### src/rtl/cpu_pkg.sv
// Core-wide datapath constants shared by the IF/ID buffer and the ID/EX registers.
package cpu_pkg;

  localparam int DATA_W = 32;
  localparam int ADDR_W = 32;
  localparam logic [DATA_W-1:0] NOP_INST = 32'h0000_0000;

endpackage

### src/rtl/if_fetch_buffer.sv
// IF/ID buffer of DEPTH {pc, inst} pairs; a pushed word shows on out_* after one edge, with no bypass.
// Stalls fetch (in_ready=0) only when full and gives no pop-bypass; flush drops everything, including this cycle's input.
module if_fetch_buffer #(
  parameter int                DATA_W   = cpu_pkg::DATA_W,
  parameter int                ADDR_W   = cpu_pkg::ADDR_W,
  parameter int                DEPTH    = 4,
  parameter logic [DATA_W-1:0] NOP_INST = cpu_pkg::NOP_INST
) (
  input  logic                     clk,
  input  logic                     rst_n,
  input  logic                     flush,
  input  logic                     in_valid,
  output logic                     in_ready,
  input  logic [ADDR_W-1:0]        in_pc,
  input  logic [DATA_W-1:0]        in_inst,
  output logic                     out_valid,
  input  logic                     out_ready,
  output logic [ADDR_W-1:0]        out_pc,
  output logic [DATA_W-1:0]        out_inst,
  output logic [$clog2(DEPTH):0]   count
);

  localparam int PTR_W = $clog2(DEPTH);
  localparam logic [PTR_W:0] FULL_CNT = (PTR_W + 1)'(DEPTH);

  logic [ADDR_W-1:0] pc_mem_q   [DEPTH];
  logic [DATA_W-1:0] inst_mem_q [DEPTH];

  logic [PTR_W-1:0] wr_ptr_q, wr_ptr_d;
  logic [PTR_W-1:0] rd_ptr_q, rd_ptr_d;
  logic [PTR_W:0]   count_q, count_d;
  logic             push, pop;

  assign in_ready  = (count_q != FULL_CNT);
  assign out_valid = (count_q != '0);

  // A handshake during flush is still acknowledged on in_ready; it simply never lands.
  assign push = in_valid  & in_ready  & ~flush;
  assign pop  = out_valid & out_ready & ~flush;

  always_comb begin
    wr_ptr_d = wr_ptr_q;
    rd_ptr_d = rd_ptr_q;
    count_d  = count_q;
    if (flush) begin
      wr_ptr_d = '0;
      rd_ptr_d = '0;
      count_d  = '0;
    end else begin
      if (push) wr_ptr_d = wr_ptr_q + PTR_W'(1);
      if (pop)  rd_ptr_d = rd_ptr_q + PTR_W'(1);
      case ({push, pop})
        2'b10:   count_d = count_q + (PTR_W + 1)'(1);
        2'b01:   count_d = count_q - (PTR_W + 1)'(1);
        default: count_d = count_q;
      endcase
    end
  end

  always_ff @(posedge clk) begin
    if (!rst_n) begin
      wr_ptr_q <= '0;
      rd_ptr_q <= '0;
      count_q  <= '0;
    end else begin
      wr_ptr_q <= wr_ptr_d;
      rd_ptr_q <= rd_ptr_d;
      count_q  <= count_d;
    end
  end

  always_ff @(posedge clk) begin
    if (push) begin
      pc_mem_q[wr_ptr_q]   <= in_pc;
      inst_mem_q[wr_ptr_q] <= in_inst;
    end
  end

  assign out_pc   = out_valid ? pc_mem_q[rd_ptr_q]   : '0;
  assign out_inst = out_valid ? inst_mem_q[rd_ptr_q] : NOP_INST;
  assign count    = count_q;

endmodule

### config.mk
export PLATFORM = sky130hd
export DESIGN_NAME = if_fetch_buffer
export DESIGN_NICKNAME = d
export VERILOG_FILES = /design/src/rtl/cpu_pkg.sv /design/src/rtl/if_fetch_buffer.sv
export SDC_FILE = /design/constraint.sdc
export NUM_CORES = 1
export LEC_CHECK = 0
export CAP_MARGIN = 20
export CORE_ASPECT_RATIO = 0.75
export CORE_UTILIZATION = 46
export DETAILED_ROUTE_END_ITERATION = 7
export GPL_ROUTABILITY_DRIVEN = 0
export MAX_ROUTING_LAYER = met4
export PLACE_DENSITY = 0.69
export RECOVER_POWER = 25
export SETUP_SLACK_MARGIN = 0.15
export SYNTH_ARGS = -nofsm -noshare
export SYNTH_HDL_FRONTEND = slang
export SYNTH_SLANG_ARGS = --single-unit
### constraint.sdc
create_clock -name clk -period 8 [get_ports clk]
set_clock_uncertainty 0.2 [all_clocks]
set_input_delay 2 -clock clk [delete_from_list [all_inputs] [get_ports clk]]
set_output_delay 2 -clock clk [all_outputs]
set_load 0.005 [all_outputs]
# Word-level counts from Yosys, hierarchy flattened
# Memories as Yosys holds them, arrays and structs flattened. A register that Yosys moved wholly into a read port is not among the register bits.
# Index checks and enable logic that the tools add are counted.
# op_classes
muxes	9
eq_ne	3
order_cmp	0
bitwise	6
n_addsub	4
shifts	0
n_mul	0
reduce_logical	3
div_mod_pow	0
# ops
op	n
32-bit 2-to-1 mux	2
2-bit 2-to-1 mux	4
3-bit one-hot mux with 2 select lines	1
2-bit by 1-bit adder with 2-bit output (second input constant)	2
1-bit AND	4
3-bit by 1-bit adder with 3-bit output (second input constant)	1
3-bit inequality test (second input constant)	1
3-bit nonzero test	1
3-bit by 1-bit subtractor with 3-bit output (second input constant)	1
2-bit by 1-bit == test with 1-bit output (second input constant)	1
2-bit == test (second input constant)	1
1-bit 2-to-1 mux	2
1-bit NOT	2
2-bit nonzero test	1
2-bit OR reduction	1
# word_totals
mem_count	2
reg_bits	7
wordCells	30
out_inout_bits	69
input_bits	69
mem_bits_ro	0
ram_bits	256
latchBits	0
# mem_list
name	words	word_bits	rd	rd_ports_with_merged_regs	wr	line	source
inst_mem_q	4	32	1	1	1	if_fetch_buffer.sv:27	logic [DATA_W-1:0] inst_mem_q [DEPTH];
pc_mem_q	4	32	1	1	1	if_fetch_buffer.sv:26	logic [ADDR_W-1:0] pc_mem_q [DEPTH];

# Depth between registers and ports, before layout
# Gate-level depths: netlist of run 1.
# depth
word_depth	5
ltp_mapped	10
depth_no_buf	9

# Least setup slack after synthesis of run 1
# OpenSTA, ideal clock, no wires.
# synth_timing
path_kind	input port to flip-flop
from	input in_valid
to	memory inst_mem_q[0][0] (enable)
slack_ns	3.458
stages	2
required_ns	7.371
arrival_time_ns	3.913
setup_time_ns	0.429
n_path_buf	0
cell_sequence	nor2b_1 and3_1
# synth_between
elab_chain_cells	4
# synth_rtl
element	line	source
from (decl)	if_fetch_buffer.sv:12	input logic in_valid,
1-bit AND (2 in a row)	if_fetch_buffer.sv:38	assign push = in_valid & in_ready & ~flush;
1-bit 2-to-1 mux	if_fetch_buffer.sv:73	if (push) begin
1-bit 2-to-1 mux (implied by the code)	if_fetch_buffer.sv:75	inst_mem_q[wr_ptr_q] <= in_inst;
to (decl)	if_fetch_buffer.sv:27	
# Every way passes these cells.

==> out/summary.md, run 1 <==
Path type of the worst min-delay path: reg -> reg. Among all stages on the critical path, the largest delay is contributed by sky130_fd_sc_hd__dfxtp_4. STA classifies the critical path endpoint as an output pin.

The top cell types in the final layout, fill and taps aside, are 256 x sky130_fd_sc_hd__edfxtp_1, 100 x sky130_fd_sc_hd__clkdlybuf4s50_1, 64 x sky130_fd_sc_hd__and2_1. The power density over cell area was 221 nW/um2; the number of DRC markers in iteration 0 was 310. Max-cap violations in this run came to 0. Setup repair after global routing left no endpoint under its margin.

Of the available clock period, the critical path in the final layout requires 67.9%. Summed over all cells, the static leakage comes to 0.00394 uW. In the final routed layout, each cell accounts on average for 20.7 um. For this run the aggregate overflow at the end of global routing stands at 0. Number of gates resized after cts: 0. For this block, the via count after detailed routing is 4,832. The worst hold path passes through 2 cells. The initialized floorplan defines 46 standard-cell rows. The final period demand of the worst path is 5430 ps, and the CTS sink count is 265. Synthesis produced a netlist whose cell count is 460. The tools report the category of the worst setup path launch point as a flip-flop. The number of nets handed over by synthesis was 535. The setup check on the worst reg-to-reg path leaves a slack of 5280 ps. The tools report the launch point of the worst hold path as rd_ptr_q[0].

The routed via count divided by cell count was 5.29. TritonCTS built the clock tree. Area of the mapped netlist: 10,200 um2.

The register clock-pin slew on the reported worst setup and hold paths was 60 ps; the top-level port count was 138. Measured in cells, the most critical reg-to-reg path has a length of 9. Of all nets on the critical path, the largest fanout is 44. The relative area change from synthesis to final layout was 23.0%. After routing the design area is 12,600 um2.

The run gives 3 as the number of buffers on the longest clock path. In this run, flip-flops and latches consume 55.7% of the power. The tools report the number of buffers inserted by hold repair at cts as 0.

Summed over all failing endpoints, the final setup total negative slack is 0 ps. Timing analysis after detailed placement gives a worst setup slack of 3020 ps. At the pin with the least slew margin, the transition time is 1030 ps. In this run the remaining antenna-violating nets after routing total 0. Detailed placement ended at an HPWL of 10,400 um. The run gives 11,800 um2 as the placed cell area. The logs give 0 for the number of pins exceeding their max-slew limit in the final report and 2780 uW for the post-layout total power. The die covers 22,900 um2. The top cell type's share of synthesized area is 75.1%.

The buffer count from post-CTS setup fixing was 0. For this run, design rule violations remaining after detail routing come to 0. The first global-routing pass estimated 29,500 um of wire. The internal power is 2250 uW, and the worst endpoint data arrival time is 3230 ps. The first detailed-routing pass took 4 iterations.

Number of H-tree levels: 1. For this run, the slowest stage of the critical path takes 960 ps. For this configuration, the core starts out at a cell density of 47.7%. The flow ran to the end, and the final reports show no timing, DRC or antenna violations. In the post-route analysis, the smallest setup slack over all paths is 2570 ps. For this design the total switching power over the nets is 533 uW.

The combined global-route utilization of all metal layers was 17.3%; the relative slew slack was 31.4%. Measured along the x axis, the die boundary spans 174 um. Sequential elements use 76.8% of the synthesized area. The root buffer cell chosen for the clock tree is sky130_fd_sc_hd__clkbuf_16. Input and output buffers added on the ports amount to 137.

Across the VDD grid, the largest voltage drop is 0.142 mV. The commonest non-fill, non-tap cell in the layout is sky130_fd_sc_hd__edfxtp_1. The routed design has 18,900 um of wire. Kind of critical path: reg -> out. The clock reaches the later pin of the worst-skew pair after 510 ps. Yosys attributes the largest share of cell area to sky130_fd_sc_hd__edfxtp_1 75%, sky130_fd_sc_hd__mux4_2 13%, sky130_fd_sc_hd__and2_1 3.9%. The total core area was 21,500 um2; the number of register bits inferred by synthesis was 265. The Yosys step of the flow raised 0 warnings.

The maximum clock rate is 0.184 GHz. The logs give 0 for the final hold violation count and 5 for the number of antenna violations at the first check in global routing. The number of global-route vias before repair was 5,226; the proportion of power drawn by combinational gates was 4.3%. The startpoint identified for the worst register-to-register timing path is count[2]. For the number of nets in the layout, the log shows 678.

Setup violations remaining at the end of the flow were counted as 0. For the endpoint required time on the critical path, the log shows 5800 ps. The number of buffers created by CTS came out at 25. The worst register-to-register path ends at count[2]. The floorplan step set the die height to 131 um. Walking the worst path, the cells encountered are buf_4 > mux4_2 > and2_1 > clkdlybuf4s50_1. Cells with a size suffix above 1 make up 16.9% of the layout. Net switching is 19.2% of the power. The synthesized design spends more area on one cell type than any other, namely sky130_fd_sc_hd__edfxtp_1. The portion of total power attributed to the clock network was 40.1%; the pin count of the biggest net entering global routing was 65.

The distinct cell type count after synthesis is 29, and the mean area per synthesized cell is 22.3 um2.
-- metal layers --
metal	GRT usage, %	vias to the layer above	part of all wire (%)
met5	-	-	0
met1	23.3	2491	44
met3	3.85	34	6.6
li1	-	2154	-
met4	3.65	0	1.7
met2	27.3	153	48
-- cell usage after synthesis --
cell type	instances
sky130_fd_sc_hd__edfxtp_1	256
sky130_fd_sc_hd__and2_1	64
sky130_fd_sc_hd__o21ai_0	1
sky130_fd_sc_hd__inv_1	6
sky130_fd_sc_hd__o311ai_0	1
sky130_fd_sc_hd__nand2b_1	1
sky130_fd_sc_hd__buf_2	6
sky130_fd_sc_hd__o31ai_1	1
sky130_fd_sc_hd__xor2_1	4
sky130_fd_sc_hd__clkbuf_1	8
sky130_fd_sc_hd__buf_12	6
sky130_fd_sc_hd__a21oi_1	3
sky130_fd_sc_hd__mux4_2	60
sky130_fd_sc_hd__mux4_1	4
sky130_fd_sc_hd__or3_1	2
sky130_fd_sc_hd__buf_6	2
sky130_fd_sc_hd__nand3_1	1
sky130_fd_sc_hd__nor2b_1	2
sky130_fd_sc_hd__fa_1	1
sky130_fd_sc_hd__ha_1	5
sky130_fd_sc_hd__o31ai_2	1
sky130_fd_sc_hd__nand4_1	1
sky130_fd_sc_hd__and3_1	4
sky130_fd_sc_hd__or3b_1	1
sky130_fd_sc_hd__nor2_1	7
sky130_fd_sc_hd__clkbuf_2	1
sky130_fd_sc_hd__dfxtp_1	9
sky130_fd_sc_hd__a21o_1	1
sky130_fd_sc_hd__and2_4	1
-- cells by family after synthesis --
kind of cell,share of synthesized area (%)
AO/OA/AOI/OAI,0.550
adder cells (fa/ha/maj),0.806
flip-flops,76.8
multiplexers,14.2
XOR/XNOR,0.342
buffers and inverters,2.25
AND/OR/NAND/NOR,5.00
-- stage by stage --
stage	hold slack [ps]	util, %	cells
after global placement	315	55.0	863
after detailed placement	312	55.1	864
after CTS	338	58.6	908
final	336	58.7	913
after floorplan	285	-	460
after global routing	374	58.7	913
-- how the worst max path moves through the flow --
stage                         start               end  slack [ps]  cells after the start
final                     flip-flop        out_pc[18]        2570                      4
after detailed placement  flip-flop        out_pc[17]        3020                      4
after CTS                 flip-flop        out_pc[17]        2470                      4
after global placement    flip-flop        out_pc[28]        3020                      4
after global routing      flip-flop        out_pc[28]        2330                      4
after floorplan            in_valid  inst_mem_q[0][0]        3460                      2
-- power groups by stage --
stage	Clock [uW]	Sequential (uW)	Combinational [uW]
after floorplan	0	1580	45.6
after global placement	0	1580	119
after detailed placement	0	1580	124
after CTS	1140	1550	125
after global routing	1190	1550	129
final	1120	1550	118
-- final cells by class --
| type | count | area [um2] |
|---|---|---|
| repair buffers | 139 | 1400 |
| clock buffers | 32 | 652 |
| multi-input cells | 166 | 2160 |
| fillers | 1547 | 8870 |
| flip-flops and latches | 265 | 7880 |
| well taps | 288 | 360 |
| clock inverters | 12 | 113 |
| inverters | 6 | 22.5 |
| diodes | 5 | 12.5 |
-- registers in the layout, summed over array words and instances, names as in the netlist, named ones only --
register,count
pc_mem_q,128
rd_ptr_q,2
inst_mem_q,128
wr_ptr_q,2
count,3
-- worst max-delay path, delay by kind of cell (launching register included) --
family / cells / cell delay (ps)
buf+inv: 2 / 990
simple gates: 1 / 190
mux: 1 / 550
flops: 1 / 960
(Power assumes the default switching activity.)
==> run 2, diff against run 1 <==
Settings changed: PLACE_DENSITY 0.69 to 0.71.
Clock period 8 ns to 4.7 ns, I/O delays scaled along.
==> run 2 against run 1 <==
Compared with the run above: combinational power grew 75%; hold slack worse by 1.4 ps; clock power grew 72%; power rose by 71%; largest cell class unchanged.
==> out/summary.md, run 2 (synthesis results as in run 1) <==
The run finished with clean final reports. For the pin with the worst max-slew slack, the measured transition is 974 ps. In this run the deepest clock path goes through 3 buffers. The logs give 0 for the buffer count from post-CTS setup fixing and 5,293 for the number of global-route vias before repair. The maximum clock rate was 0.244 GHz. The logs give 46 for the row count and 0 for the DRC violations left. In this run the worst path has a maximum fanout of 28. The count of buffers added on input and output ports is 137.

The aggregate routed wire length is 18,800 um, and the top-level port count is 138. Counting I/O delays and the setup requirement, the final critical path takes 4100 ps. Maximum resistive drop on vdd: 0.283 mV. The tools report the number of buffers inserted by hold repair at cts as 0. Entering global routing, the biggest net connects 65 pins. The total overflow left after global routing is 0. Relative to the synthesized area, the layout overhead comes to 24.3%.

The clock network latency to the later pin of the worst-skew pair came out at 500 ps. The die covers 22,900 um2. TritonCTS built the clock tree. For the leakage component of the power, the log shows 0.00400 uW. The tools report the number of buffers created by CTS as 25. The library cell used most frequently in the layout, excluding fill and tap cells, is sky130_fd_sc_hd__edfxtp_1.

The first global-routing pass estimated 29,600 um of wire. Setup repair after global routing left no endpoint under its margin. Post-CTS repair changed the size of 0 cells.

Data on the critical path arrives at its endpoint at 2730 ps. The path type of the worst min-delay path was reg -> reg. The final hold violation count is 0, and the longest individual stage delay on the worst path is 710 ps. Detailed routing inserted a total of 4,870 vias.

The total of fill cells in the finished design came out at 1,531. Area used by sequential logic in the layout: 7880 um2. Before antenna repair, the detailed router went through 5 iterations. The logs give 35.1% for the relative slew slack and 0 for the number of antenna-violating nets in the routed design. The root cell of the clock tree is sky130_fd_sc_hd__clkbuf_16. The startpoint identified for the worst register-to-register timing path is count[2]. The final total negative setup slack was 0 ps. Data on the critical path is required at its endpoint by 3320 ps. The number of antenna violations at the first check in global routing is 3.

The detail-routed net length per standard cell came out at 20.5 um. The number of pins exceeding their max-slew limit in the final report came out at 0. The tools report the kind of end point of the critical path as an output pin.

The register clock-pin slew on the reported worst setup and hold paths is 60 ps. The signal on the critical path passes through buf_4 > mux4_2 > and2_1 > clkdlybuf4s50_1. The number of failing setup endpoints in the final timing report was 0. In the final layout, the share of cells above drive strength 1 is 17.4%.

The tools report the number of H-tree levels as 1. The final layout contains 685 nets. The routed via count divided by cell count was 5.30; the CTS sink count was 265.

The tools report the launch point of the worst hold path as rd_ptr_q[1]. For this configuration, the core starts out at a cell density of 47.7%. The number of buffers and inverters on the critical path was 2. In this run the vertical extent of the chip is 131 um. The detailed placer's ending HPWL was 11,000 um.

Leaving out fill and tap cells, the most frequent cells in the layout are 256 x sky130_fd_sc_hd__edfxtp_1, 99 x sky130_fd_sc_hd__clkdlybuf4s50_1, 64 x sky130_fd_sc_hd__and2_1. The final critical-path share of the clock period works out to 87.3%. For this design the ratio of total power to cell area is 375 nW/um2. The post-layout total power is 4770 uW.

The combined global-route utilization of all metal layers is 17.4%. Cell with the biggest individual delay on the critical path: sky130_fd_sc_hd__dfxtp_4. The total core area is 21,500 um2. The category of the worst setup path launch point was a flip-flop. Max-cap violations in this run came to 0. Number of DRC markers in iteration 0: 363. The kind of critical path is reg -> out.

In this run the horizontal extent of the chip is 174 um. The cell family contributing the most delay on the critical path is buffers and inverters. Summing all multi-input logic gate instances after layout gives 2160 um2.
-- run 2: changes by cell type in the layout (fill, tap and decap cells not counted), sizes merged --
cell           before  now
buf                 2    9
clkinv              8   12
clkbuf             32   29
bufinv              2    3
clkdlybuf4s50     100   99
clkinvlp            1    0
diode               5    4
dlygate4sd3        37   38
inv                 7    6
-- run 2: metrics by stage --
| stage | setup slack (ps) | utilization (%) | cell area [um2] | instances | hold slack (ps) |
|---|---|---|---|---|---|
| 6_report | 599 | 59.3 | 12700 | 919 | 335 |
| 5_1_grt | 392 | 59.3 | 12700 | 918 | 364 |
| 4_1_cts | 481 | 59.2 | 12700 | 915 | 338 |
| 3_5_place_dp | 1020 | 55.6 | 11900 | 871 | 323 |
| 3_3_place_gp | 1020 | 55.5 | 11900 | 870 | 310 |
| 2_1_floorplan | 983 | - | 10200 | 460 | 285 |
-- run 2: where the power goes --
group	internal (uW)	leakage, uW	switching [uW]
clock	1130	0.000381	797
sequential	2620	0.00240	9.74
combinational	119	0.00122	87.1
-- run 2: final timing paths --
| check | end | depth (start not counted) | slack [ps] |
|---|---|---|---|
| worst max register to register | count[2] | 9 | 1970 |
| worst min-delay path | rd_ptr_q[1] | 2 | 330 |
| worst max-delay path | out_pc[6] | 4 | 600 |
| worst min register to register | rd_ptr_q[1] | 2 | 330 |
-- run 2: cell type report --
| class | count | share of cell area [%] |
|---|---|---|
| Clock buffer | 29 | 5.03 |
| Antenna cell | 4 | 0.0787 |
| Clock inverter | 15 | 1.09 |
| Tap cell | 288 | 2.83 |
| Sequential cell | 265 | 61.9 |
| Multi-Input combinational cell | 166 | 17.0 |
| Timing Repair Buffer | 146 | 11.9 |
| Inverter | 6 | 0.177 |
-- run 2: worst register-to-register path: stages, from the launching register on --
cell	delay [ps]
sky130_fd_sc_hd__dfxtp_1	420
sky130_fd_sc_hd__or3b_1	520
sky130_fd_sc_hd__and2_4	210
sky130_fd_sc_hd__inv_1	50
sky130_fd_sc_hd__ha_1	190
sky130_fd_sc_hd__inv_1	70
sky130_fd_sc_hd__fa_1	370
sky130_fd_sc_hd__xor2_1	160
sky130_fd_sc_hd__or3_1	310
sky130_fd_sc_hd__a21oi_1	160
-- run 2: layer usage --
layer  GRT usage, %  up-vias  part of all wire [%]
met3           4.66       21                   6.9
met4           2.97        0                   1.3
met1           22.3     2542                    43
met2           28.4      141                    49
li1               -     2166                     -
met5              -        -                     0
==> run 3, diff against run 2 <==
Settings changed: TNS_END_PERCENT set to 5.
==> results of run 3 <==
The final DEF is identical to that of run 2; final timing and power are the same.
